--- config.mk ---
export PLATFORM = sky130hd
export DESIGN_NAME = vga_sync_gen
export DESIGN_NICKNAME = d
export VERILOG_FILES = /design/src/rtl/vga_sync_gen.sv
export SDC_FILE = /design/constraint.sdc
export NUM_CORES = 1
export LEC_CHECK = 0
export ABC_AREA = 1
export BUFFER_PORTS_ARGS = -buffer_cell sky130_fd_sc_hd__buf_2
export CORE_MARGIN = 5
export CORE_UTILIZATION = 45
export CTS_BUF_LIST = sky130_fd_sc_hd__clkbuf_4 sky130_fd_sc_hd__clkbuf_8 sky130_fd_sc_hd__clkbuf_16
export CTS_CLUSTER_SIZE = 12
export DETAILED_ROUTE_END_ITERATION = 10
export PLACE_DENSITY = 0.7
export SLEW_MARGIN = 20
export SYNTH_ARGS = -nofsm -noshare
export SYNTH_HDL_FRONTEND = slang
export SYNTH_SLANG_ARGS = --single-unit
export TNS_END_PERCENT = 20
--- constraint.sdc ---
create_clock -name VGA_clk -period 1.85 [get_ports VGA_clk]
set_input_delay 0.37 -clock VGA_clk [delete_from_list [all_inputs] [get_ports VGA_clk]]
set_output_delay 0.37 -clock VGA_clk [all_outputs]
set_load 0.1 [all_outputs]
--- src/rtl/vga_sync_gen.sv ---
// VGA raster timing generator: coordinates, syncs and display/line/frame qualifiers.
// Optional frame counter enabled by defining VGA_SYNC_FRAME_CNT_EN.
module vga_sync_gen #(
  parameter int H_VISIBLE = 640,
  parameter int H_FRONT   = 16,
  parameter int H_SYNC    = 96,
  parameter int H_BACK    = 48,
  parameter int V_VISIBLE = 480,
  parameter int V_FRONT   = 10,
  parameter int V_SYNC    = 2,
  parameter int V_BACK    = 33,
  parameter bit H_POL     = 1'b0,
  parameter bit V_POL     = 1'b0,
  parameter int CNT_W     = 10
) (
  input  logic             VGA_clk,
  input  logic             rst_n,
  input  logic             en,
  output logic [CNT_W-1:0] xCount,
  output logic [CNT_W-1:0] yCount,
  output logic             hsync,
  output logic             vsync,
  output logic             displayArea,
  output logic             line_start,
  output logic             frame_start,
  output logic [7:0]       frameCount
);

  localparam int H_TOTAL = H_VISIBLE + H_FRONT + H_SYNC + H_BACK;
  localparam int V_TOTAL = V_VISIBLE + V_FRONT + V_SYNC + V_BACK;

  localparam logic [CNT_W-1:0] H_LAST = CNT_W'(H_TOTAL - 1);
  localparam logic [CNT_W-1:0] V_LAST = CNT_W'(V_TOTAL - 1);

  // One extra bit so a sync window ending exactly at 2^CNT_W cannot wrap to zero.
  localparam logic [CNT_W:0] H_VIS_E  = (CNT_W+1)'(H_VISIBLE);
  localparam logic [CNT_W:0] V_VIS_E  = (CNT_W+1)'(V_VISIBLE);
  localparam logic [CNT_W:0] HS_START = (CNT_W+1)'(H_VISIBLE + H_FRONT);
  localparam logic [CNT_W:0] HS_END   = (CNT_W+1)'(H_VISIBLE + H_FRONT + H_SYNC);
  localparam logic [CNT_W:0] VS_START = (CNT_W+1)'(V_VISIBLE + V_FRONT);
  localparam logic [CNT_W:0] VS_END   = (CNT_W+1)'(V_VISIBLE + V_FRONT + V_SYNC);

  logic [CNT_W-1:0] r_x;
  logic [CNT_W-1:0] r_y;
  logic             r_hs;
  logic             r_vs;
  logic             r_da;
  logic             r_ls;
  logic             r_fs;
  logic [CNT_W-1:0] w_x_nxt;
  logic [CNT_W-1:0] w_y_nxt;
  logic             w_wrap;

  function automatic logic hs_dec(input logic [CNT_W-1:0] x);
    logic [CNT_W:0] xe;
    xe = {1'b0, x};
    return ((xe >= HS_START) && (xe < HS_END)) ? H_POL : ~H_POL;
  endfunction

  function automatic logic vs_dec(input logic [CNT_W-1:0] y);
    logic [CNT_W:0] ye;
    ye = {1'b0, y};
    return ((ye >= VS_START) && (ye < VS_END)) ? V_POL : ~V_POL;
  endfunction

  function automatic logic da_dec(input logic [CNT_W-1:0] x, input logic [CNT_W-1:0] y);
    return ({1'b0, x} < H_VIS_E) && ({1'b0, y} < V_VIS_E);
  endfunction

  always_comb begin
    w_x_nxt = r_x + CNT_W'(1);
    w_y_nxt = r_y;
    if (r_x == H_LAST) begin
      w_x_nxt = '0;
      w_y_nxt = (r_y == V_LAST) ? '0 : r_y + CNT_W'(1);
    end
  end

  assign w_wrap = (w_x_nxt == '0) && (w_y_nxt == '0);

  // Decode is taken from the next position so every output describes the same pixel.
  always_ff @(posedge VGA_clk) begin
    if (!rst_n) begin
      r_x  <= H_LAST;
      r_y  <= V_LAST;
      r_hs <= ~H_POL;
      r_vs <= ~V_POL;
      r_da <= 1'b0;
      r_ls <= 1'b0;
      r_fs <= 1'b0;
    end else if (en) begin
      r_x  <= w_x_nxt;
      r_y  <= w_y_nxt;
      r_hs <= hs_dec(w_x_nxt);
      r_vs <= vs_dec(w_y_nxt);
      r_da <= da_dec(w_x_nxt, w_y_nxt);
      r_ls <= (w_x_nxt == '0);
      r_fs <= w_wrap;
    end
  end

`ifdef VGA_SYNC_FRAME_CNT_EN
  logic [7:0] r_fc;

  always_ff @(posedge VGA_clk) begin
    if (!rst_n) begin
      r_fc <= 8'd0;
    end else if (en && w_wrap) begin
      r_fc <= r_fc + 8'd1;
    end
  end

  assign frameCount = r_fc;
`else
  assign frameCount = 8'd0;
`endif

  assign xCount      = r_x;
  assign yCount      = r_y;
  assign hsync       = r_hs;
  assign vsync       = r_vs;
  assign displayArea = r_da;
  assign line_start  = r_ls;
  assign frame_start = r_fs;

endmodule

Yosys cells after proc, flatten, opt, wreduce, memory -nomap -nowiden
Index checks and enable logic that the tools add are counted.
Widths: inputs -> output; s select.
Storage, ports and cells
  output and inout bits: 33
  flip-flop bits (word level): 25
  logic and storage cells: 28
Cells by class
  muxes and demuxes: 5
  reduce and logical (&&, ||, !) cells: 6
  eq/ne operators: 2
  order comparisons: 6
  add/sub/neg operators: 2
Operator list (count)
  $mux 10: 3
  $add 10x1->10 const B: 2
  $eq 10x10->1 const B: 2
  $logic_not 10->1: 2
  $lt 10x10->1 const B: 2
  $lt 10x9->1 const B: 2
  $ge 10x10->1 const B: 1
  $ge 10x9->1 const B: 1
  $logic_and 1x1->1: 4
  $mux 1: 2

Longest topological paths before layout
Gate-level depths: netlist of run 1.
  word-level depth: 6
  mapped depth: 13
  depth with buffers taken out: 13

Worst setup path before layout of run 1
OpenSTA, ideal clock, no wires.
  kind: reg2reg
  start: register r_x[0] (netlist: xCount[0])
  end: register r_vs (netlist: vsync)
  arrival: 2447 ps
  slack: -714 ps
  period minus slack after synthesis: 2564 ps
  data required time: 1733 ps
  cell stages (with the launch flop): 11
  buffers on the path: 0
  path through: dfxtp_1 ha_1 nand2_4 nor2_4 inv_4 nor2_8 nand4_1 nand3_2 nand4_1 o21ai_1 nand2_1
On the way
  longest elaborated chain between the ends: 5
Ends and longest elaborated chain
  start: declaration: RTL line 43  | logic [CNT_W-1:0] r_x;
  start signal: assignment: RTL line 92  | r_x <= w_x_nxt;
  $eq 10x10->1 *: RTL line 73  | if (r_x == H_LAST) begin
  $mux 10 *: RTL line 73
  $ge 10x9->1 or $lt 10x9->1 (tied branches): RTL line 63  | return ((ye >= VS_START) && (ye < VS_END)) ? V_POL : ~V_POL;
  $logic_and 1x1->1 *: RTL line 63
  $mux 1 *: RTL line 63
  end signal: assignment: RTL line 87  | r_vs <= ~V_POL;
  end signal: assignment: RTL line 95  | r_vs <= vs_dec(w_y_nxt);
  end: declaration: RTL line 46  | logic r_vs;
Mark *: on every way between the ends. The rest lies on a longest branch, timed or not.
A chain may end at the register's enable or synchronous reset.

Worst setup path in the final report of run 1
  start: register r_x[1] (netlist: xCount[1])
  end: register r_vs (netlist: vsync)
The elaborated chain is that of the path after synthesis.

==> results.toml, run 1 <==
[hold_path]
min-delay-start = "rst_n"
hp-class = "input port to register"

[clock_tree]
insertion_delay_ps = 270
cts.clk_slew.worst_paths_ps = 100
cts_root_buf = "clkbuf_8"
max-clock-path-buffers = 2
cts.sinks = 25
tritoncts = "yes"
htreeDepth = 1
cts_buffers = 3

[power_and_ir_drop]
p_leak_nw = 1.13
total_power_mw = 1.82
power_density_nw_per_um2 = 816
ir_drop_v = 0.000356

[floorplan]
die-area_um2 = 5510
core_area_um2 = 4000
fp-row-count = 23
initial_core_util_pct = 46.4
io_pins = 36
die_width_um = 74.2
die-height_um = 74.2

[yosys]
yosysWarningCount = 0
syn-cell-area_um2 = 1860
seq_area_frac_synth_pct = 27.0
synthArstFlopShare_pct = 0
ys_top_cells_by_area = "dfxtp_1, nand2_1, inv_1"
synth_top_area_share_pct = 27.0
ys_ff_latch = 25
dominantRegCellSynth = "dfxtp_1"
yosysTopAreaCell = "dfxtp_1"
synth-edff-count = 0
avgSynthCellArea_um2 = 6.29
synthCells = 295
yosysUniqueCellTypes = 35

[sta]
skew_ps = 4.04
rsz0062_at_grt = "true"
setup_violations = 0
min_period_over_period_pct = 96.5
min_period_ps = 1790
setup_tns_ps = 0
fmaxAchievable_mhz = 560
hold_viol_final = 0
finalMaxSlewViolations = 0

[finish]
num-fill-cells = 401
layout_commonest_cell = "nand2_1"
final_cell_mix = "nand2_1, inv_1, buf_2"
diodes = 0
multiInputGateArea_um2 = 1160
drive_gt1_share_pct = 29.9
layout-area-overhead-vs-synth_pct = 20.4
final-seq-area_um2 = 553
final_nets = 338

[worst_setup_path]
path_cells = "ha_4 -> nand2_4 -> nor2_4 -> nand3_2 -> nor2_4 -> nand3_1 -> o21ai_1 -> nand4_1 -> o21ai_1 -> nand2_1"
critPathKind = "register to register"
max_stage_delay_ps = 380
slowest_stage = "dfxtp_4"
cp-end-kind = "register"
cp.required_ps = 2020
startpoint = "xCount[1]$_SDFFE_PN1P_"
r2r_start = "xCount[1]$_SDFFE_PN1P_"
crit_fanout = 6
cp.arrival_ps = 1960
cp-start-kind = "register"

[flow_run]
maxCapViolations = 0

[detailed_routing]
final_antenna_net_count = 0
drc = 0
drt-total-wl_mm = 4.94
first_pass_iters = 7
avgViaCountPerCell = 5.26
dr.first_iter.drc_count = 126
post_drt_wl_per_cell_um = 13.0
vias = 2003

[grt]
overflow = 0
antenna_found_initial = 0
grt_pass1_vias = 1696
grt_util_all_layers_pct = 18.3
grt_pass1_wl_mm = 7.92
grt_max_degree = 18

[placed_design]
dpl.hpwl_mm = 3.72
gp_congestion = 0.910
portBuffers = 27

[outcome]
status = "completed"
## critical path: cells and delay by family, from the launching register on
| kind | cells | cell delay, ps |
|---|---|---|
| flip-flops | 1 | 380 |
| adder cells (fa/ha/maj) | 1 | 140 |
| AND/OR/NAND/NOR | 7 | 880 |
| AO/OA/AOI/OAI | 2 | 280 |
## repair_timing
action                     4_1_cts  5_1_grt
gates resized for setup          1       10
hold buffers                     0        0
pin swaps                        0       10
setup endpoints to repair        2        3
buffers inserted                 0        7
## per-layer routing
metal	wire length, um	vias to the layer above	part of all wire (%)	global-route usage [%]
li1	-	1012	-	-
met1	2320	899	47	27.4
met2	2210	88	45	26.9
met3	377	4	7.6	3.38
met4	26	0	0.53	4.74
met5	0	-	0	0
## synth_stat cells (2+ instances only)
master,number
nand4_1,11
o211ai_1,2
buf_4,9
nand2_2,6
a21oi_1,18
nor3_1,3
clkbuf_1,6
o21ai_0,17
inv_1,40
nor2_2,6
nor2_4,3
nor2_1,23
nand3_2,5
nand2_1,74
a21oi_2,2
dfxtp_1,25
ha_1,3
o21ai_1,3
nand3_1,23
## registers in the layout, indices dropped and copies added (netlist names)
signal / count
displayArea: 1
frame_start: 1
hsync: 1
line_start: 1
vsync: 1
xCount: 10
yCount: 10
## cell type report
cell class                 instances  share of cell area, %
multi-input combinational        218                   51.8
clock inverter                     1                  0.336
timing repair buffer              41                   11.1
sequential                        25                   24.7
clock buffer                       3                   1.85
tap                               50                   2.80
inverter                          43                   7.33
## path summary, 6_finish.rpt
path,cells after the start,end,slack [ps]
max,10,vsync$_SDFFE_PN1P_,60
min,4,xCount[0]$_SDFFE_PN1P_,420
max reg2reg,10,vsync$_SDFFE_PN1P_,60
min reg2reg,2,hsync$_SDFFE_PN1P_,470
## where the power goes
part | total (mW) | switching [mW] | internal [mW]
logic | 0.843 | 0.647 | 0.196
registers | 0.639 | 0.0600 | 0.579
clock network | 0.342 | 0.189 | 0.153
total | 1.82 | 0.897 | 0.928
## kinds of logic (layout without fill, tap and decap cells)
logic type,count (synthesis),in the layout,share of synthesized area [%]
AO/OA/AOI/OAI,46,46,13.7
flip-flops,25,25,27.0
other,1,8,0.202
buffers and inverters,59,88,14.3
AND/OR/NAND/NOR,160,160,42.3
adder cells (fa/ha/maj),3,3,2.02
XOR/XNOR,1,1,0.472
## stage by stage
step	worst slack (ps)	instance area [um2]	utilization, %	std cells	hold slack [ps]
finish	64.2	2230	55.9	381	416
global route	-69.4	2230	55.9	381	433
detailed placement	-18.4	2100	52.4	370	454
global placement	-38.0	2100	52.4	370	452
floorplan	-2.64	1950	-	302	549
CTS	8.69	2140	53.6	374	414
(Power assumes the default switching activity.)
==> run 2: changes to the inputs <==
Settings changed: ABC_AREA 1 to unset, REMOVE_ABC_BUFFERS set to 1.
==> run 2 against run 1 <==
Against the previous run: the run now ends with negative setup slack left; critical path depth down 3; total power up 20%; utilization up 7.1 points; sequential share of layout area down 4.9 points; combinational power up 47%; wire length up 12%; die area up 1.0%; global-route usage up 2.3 points; hold slack worse by 75 ps; fmax down 13%.
==> results.toml, run 2 <==
[floorplan]
die-height_um = 74.6
fp-row-count = 23
die-area_um2 = 5570
die_width_um = 74.6
initial_core_util_pct = 46.6
io_pins = 36
core_area_um2 = 4030

[finish]
diodes = 0
finish.instance_area_um2 = 2540
final_nets = 317
layout_commonest_cell = "buf_4"
final_util_pct = 63.0
drive_gt1_share_pct = 37.7
layout-area-overhead-vs-synth_pct = 35.0
final_cell_mix = "buf_4, nand2_1, buf_2"

[worst_setup_path]
path_cells = "or2_1 -> or3_4 -> buf_6 -> o41ai_2 -> nand3_1 -> or4b_1 -> o21ai_1"
path_delay_family = "simple AND/OR/NAND/NOR gates"
cp.required_ps = 2070
cp.arrival_ps = 2260
slowest_stage = "or4b_1"
cp-end-kind = "register"
crit_buf_inv = 1
crit_fanout = 5
critPathKind = "register to register"
r2r_start = "xCount[5]$_SDFFE_PN0P_"
cp-start-kind = "register"
rrSetupSlack_ps = -190
r2r-end = "frame_start$_SDFFE_PN0P_"
r2r_cells = 7
max_stage_delay_ps = 510

[sta]
min_period_ps = 2040
fmaxAchievable_mhz = 490
setup_violations = 8
hold_slack_ps = 342
skew_ps = 1.93
setup_slack_ps = -192
finalMaxSlewViolations = 0
min_period_over_period_pct = 110
rsz0062_at_grt = "true"
hold_viol_final = 0

[yosys]
yosys.area_share.simple_pct = 33.8
seq_area_frac_synth_pct = 26.6
synth-edff-count = 0
syn-cell-area_um2 = 1880
synth_top_family_by_area = "simple AND/OR/NAND/NOR gates"
avgSynthCellArea_um2 = 7.70
yosysWarningCount = 0
synth-adder-area-share_pct = 2.00
synth.cells.most_frequent = "nand2_1, dfxtp_1, nor2_1"
ys_ff_latch = 25
dominantRegCellSynth = "dfxtp_1"
yosysUniqueCellTypes = 56
synthMuxAreaShare_pct = 1.07
synth_compound_area_share_pct = 20.1
synth-xor-area-share_pct = 6.06
synthCells = 244
yosysMostFrequentCell = "nand2_1"
synthArstFlopShare_pct = 0
yosysTopAreaCell = "dfxtp_1"
synth_top_area_share_pct = 26.6
ys_top_cells_by_area = "dfxtp_1, nand2_1, nor2_1"

[detailed_routing]
avgViaCountPerCell = 5.68
vias = 2044
dr.first_iter.drc_count = 132
drc = 0
post_drt_wl_per_cell_um = 15.3
final_antenna_net_count = 0
drt-total-wl_mm = 5.51
first_pass_iters = 4

[clock_tree]
htreeDepth = 1
tritoncts = "yes"
cts.sinks = 25
cts_hold_buf = 0
cts.clk_slew.worst_paths_ps = 100
cts_buffers = 3
insertion_delay_ps = 280
max-clock-path-buffers = 2
cts_root_buf = "clkbuf_8"

[placed_design]
portBuffers = 27
gp_congestion = 0.901
dpl.hpwl_mm = 4.06
dp_slack_ps = -442
place_area_um2 = 2330

[hold_path]
worstHoldPathCells = 2
min-delay-start = "rst_n"
min_to = "yCount[3]$_SDFFE_PN1P_"
hp-class = "input port to register"

[power_and_ir_drop]
ir_drop_v = 0.000534
total_power_mw = 2.20
p_leak_nw = 1.11
power_density_nw_per_um2 = 866

[outcome]
violations = "negative setup slack"
status = "finished, violations left"

[flow_run]
maxCapViolations = 0

[grt]
grt_pass1_wl_mm = 8.97
grt_util_all_layers_pct = 20.6
antenna_found_initial = 0
grt_pass1_vias = 1882
overflow = 0
grt_max_degree = 22
run 2: cell types whose count changed after synthesis, sizes merged, moves of 5 or more:
cell   before  now
inv        42    6
o21ai      20   11
nand4      12    6
and3        0    5
nor4        0    5
nor2       33   22
buf        10   18
nand3      28   12
xnor2       0    8
nand2      81   28
run 2: how the worst max path moves through the flow:
stage	start	end	slack, ps	depth (start not counted)
detailed placement	xCount[1]$_SDFFE_PN1P_	vsync$_SDFFE_PN1P_	-440	8
global placement	xCount[0]$_SDFFE_PN1P_	frame_start$_SDFFE_PN0P_	-360	8
floorplan	xCount[1]$_SDFFE_PN1P_	frame_start$_SDFFE_PN0P_	-1320	7
global route	xCount[1]$_SDFFE_PN1P_	frame_start$_SDFFE_PN0P_	-300	7
CTS	xCount[1]$_SDFFE_PN1P_	frame_start$_SDFFE_PN0P_	-200	8
finish	xCount[5]$_SDFFE_PN0P_	frame_start$_SDFFE_PN0P_	-190	7
run 2: kinds of logic (layout without fill, tap and decap cells):
| family | Yosys count | count (layout) |
|---|---|---|
| compound gates | 54 | 54 |
| other cells | 1 | 8 |
| simple gates | 112 | 112 |
| fa+ha+maj | 3 | 3 |
| buf+inv | 34 | 93 |
| mux | 2 | 2 |
| xor+xnor | 13 | 13 |
| flops | 25 | 25 |
run 2: layout make-up:
class	count	area, um2
clock buffers	3	41.3
clock inverters	1	7.51
fillers	360	1490
inverters	6	22.5
multi-input cells	192	1330
flip-flops and latches	25	503
well taps	50	62.6
repair buffers	83	574
run 2: routing by layer:
metal  global-route usage [%]  vias up  wire [um]
met5                        0        -          0
met3                     3.51       11        349
met4                     5.34        0        103
met1                     26.3      966       2320
li1                         -      996          -
met2                     35.8       71       2740
run 2: per-stage QoR:
step                std cells  TNS, ps
floorplan                 223   -19080
global placement          353    -1860
detailed placement        353    -2690
CTS                       359     -757
global route              360    -1720
finish                    360     -749
run 2: repair_timing:
| item | in CTS | in global routing |
|---|---|---|
| gates resized for setup | 15 | 14 |
| gates cloned | 0 | 0 |
| buffers inserted | 2 | 1 |
| pin swaps | 11 | 5 |
| setup endpoints to repair | 13 | 14 |
run 2: report_power, final:
group / leakage, nW / internal, mW / total [mW] / switching (mW)
clock network: 0.0217 / 0.153 / 0.348 / 0.195
registers: 0.204 / 0.576 / 0.607 / 0.0303
logic: 0.882 / 0.441 / 1.24 / 0.801
total: 1.11 / 1.17 / 2.20 / 1.03
run 2: worst reg2reg max path: cells and delay by family (launching register included):
kind,cells,cell delay [ps]
AO/OA/AOI/OAI,2,170
buffers and inverters,1,160
AND/OR/NAND/NOR,4,1330
flip-flops,1,320
==> run 3: changes to the inputs <==
Settings changed: PLACE_DENSITY 0.7 to 0.67.
Clock period 1.85 ns to 2.5 ns, I/O delays scaled along.
==> run 3 against run 2 <==
Against the previous run: the flow now finishes without violations; sequential share of layout area is 3.9 points higher; non-clock buffer count is 39 lower; clock skew grew 1.5 ps; register-to-register slack better by 310 ps; worst setup slack better by 310 ps; critical path type unchanged; critical endpoint unchanged.
==> results.toml, run 3 (synthesis results as in run 2) <==
[outcome]
status = "completed"

[sta]
rsz0062_at_grt = "false"
min_period_ps = 2390
tightest_slew_ps = 510
setup_slack_ps = 114
setup_violations = 0
relSlewSlack_pct = 66.0
fmaxAchievable_mhz = 419
skew_ps = 3.43
hold_viol_final = 0
min_period_over_period_pct = 95.4
finalMaxSlewViolations = 0

[clock_tree]
cts_hold_buf = 0
htreeDepth = 1
insertion_delay_ps = 280
cts_setup_buffers = 0
cts_resized = 0
cts.sinks = 25
max-clock-path-buffers = 2
cts.clk_slew.worst_paths_ps = 90
cts_root_buf = "clkbuf_8"
tritoncts = "yes"
cts_buffers = 3

[floorplan]
die_width_um = 74.6
die-height_um = 74.6
core_area_um2 = 4030
io_pins = 36
die-area_um2 = 5570
initial_core_util_pct = 46.6
fp-row-count = 23

[detailed_routing]
avgViaCountPerCell = 5.62
dr.first_iter.drc_count = 104
post_drt_wl_per_cell_um = 14.7
drt-total-wl_mm = 4.71
vias = 1803
drc = 0
first_pass_iters = 4
final_antenna_net_count = 0

[worst_setup_path]
path_delay_family = "simple AND/OR/NAND/NOR gates"
max_stage_delay_ps = 500
cp-end-kind = "register"
cp.required_ps = 2720
critPathKind = "register to register"
cp-start-kind = "register"
cp.arrival_ps = 2600
path_cells = "ha_1 -> nand4_1 -> nor4_1 -> xnor2_1 -> o21ai_0 -> or4b_1 -> o21ai_1"
crit_fanout = 8
slowest_stage = "dfxtp_1"
crit_buf_inv = 0

[grt]
grt_pass1_wl_mm = 7.85
grt_pass1_vias = 1699
overflow = 0
grt_util_all_layers_pct = 18.0
antenna_found_initial = 0
grt_max_degree = 29

[power_and_ir_drop]
switching_power_mw = 0.693
power_frac_seq_pct = 32.2
ir_drop_v = 0.000389
intPower_mw = 0.749
clock_power_share_pct = 17.4
p_leak_nw = 0.892
power_density_nw_per_um2 = 682
power_switching_share_pct = 48.1
combPwrFrac_pct = 50.4

[finish]
layout_commonest_cell = "nand2_1"
final_nets = 278
final_cell_mix = "nand2_1, buf_2, dfxtp_1"
drive_gt1_share_pct = 21.4
layout-area-overhead-vs-synth_pct = 12.5
finish.instance_area_um2 = 2110
final_util_pct = 52.5
num-fill-cells = 424
diodes = 0

[placed_design]
dp_slack_ps = 112
portBuffers = 27
gp_congestion = 0.885
place_area_um2 = 2060
dpl.hpwl_mm = 3.40

[flow_run]
maxCapViolations = 0

[hold_path]
hp-class = "register to register"
==> run 3: changes by cell type in the layout (fill, tap and decap cells not counted), sizes merged <==
cell      delta
clkinv       +1
clkinvlp     -1
buf         -39
==> run 3: worst paths after layout <==
kind	start	depth (start not counted)	slack [ps]	to
max reg2reg	yCount[0]$_SDFFE_PN0P_	7	110	frame_start$_SDFFE_PN0P_
min reg2reg	displayArea$_SDFFE_PN0P_	2	460	displayArea$_SDFFE_PN0P_
max	yCount[0]$_SDFFE_PN0P_	7	110	frame_start$_SDFFE_PN0P_
min	displayArea$_SDFFE_PN0P_	2	460	displayArea$_SDFFE_PN0P_
==> run 3: per-stage QoR <==
step / cells / hold slack, ps / setup TNS, ps / total power, mW
2_1_floorplan: 223 / 562 / -5590 / 1.02
3_3_place_gp: 317 / 445 / 0 / 1.19
3_5_place_dp: 317 / 444 / 0 / 1.19
4_1_cts: 321 / 467 / 0 / 1.45
5_1_grt: 321 / 490 / 0 / 1.53
6_report: 321 / 464 / 0 / 1.44
==> run 3: metal layers <==
| metal | up-vias | global-route usage [%] | part of all wire [%] |
|---|---|---|---|
| li1 | 917 | - | - |
| met1 | 819 | 22.9 | 44 |
| met2 | 62 | 32.1 | 47 |
| met3 | 5 | 3.11 | 7.7 |
| met4 | 0 | 2.96 | 0.62 |
| met5 | - | 0 | 0 |
==> run 3: power groups by stage <==
stage                     combinational [mW]  clock, mW  sequential (mW)
final                                  0.726      0.251            0.464
after global routing                   0.782      0.274            0.470
after CTS                              0.720      0.265            0.463
after detailed placement               0.718          0            0.473
after global placement                 0.715          0            0.473
after floorplan                        0.336          0            0.685
==> run 3: worst register-to-register path, stage by stage (launching register included) <==
cell     delay [ps]
dfxtp_1         500
ha_1            340
nand4_1         190
nor4_1          390
xnor2_1         210
o21ai_0         120
or4b_1          470
o21ai_1         110
==> run 3: cell type report <==
class	instances	area (um2)	area share [%]
well taps	50	62.6	2.96
inverters	6	22.5	1.07
multi-input cells	192	1220	57.7
clock buffers	3	41.3	1.95
repair buffers	44	263	12.4
flip-flops and latches	25	500	23.7
clock inverters	1	5.00	0.237
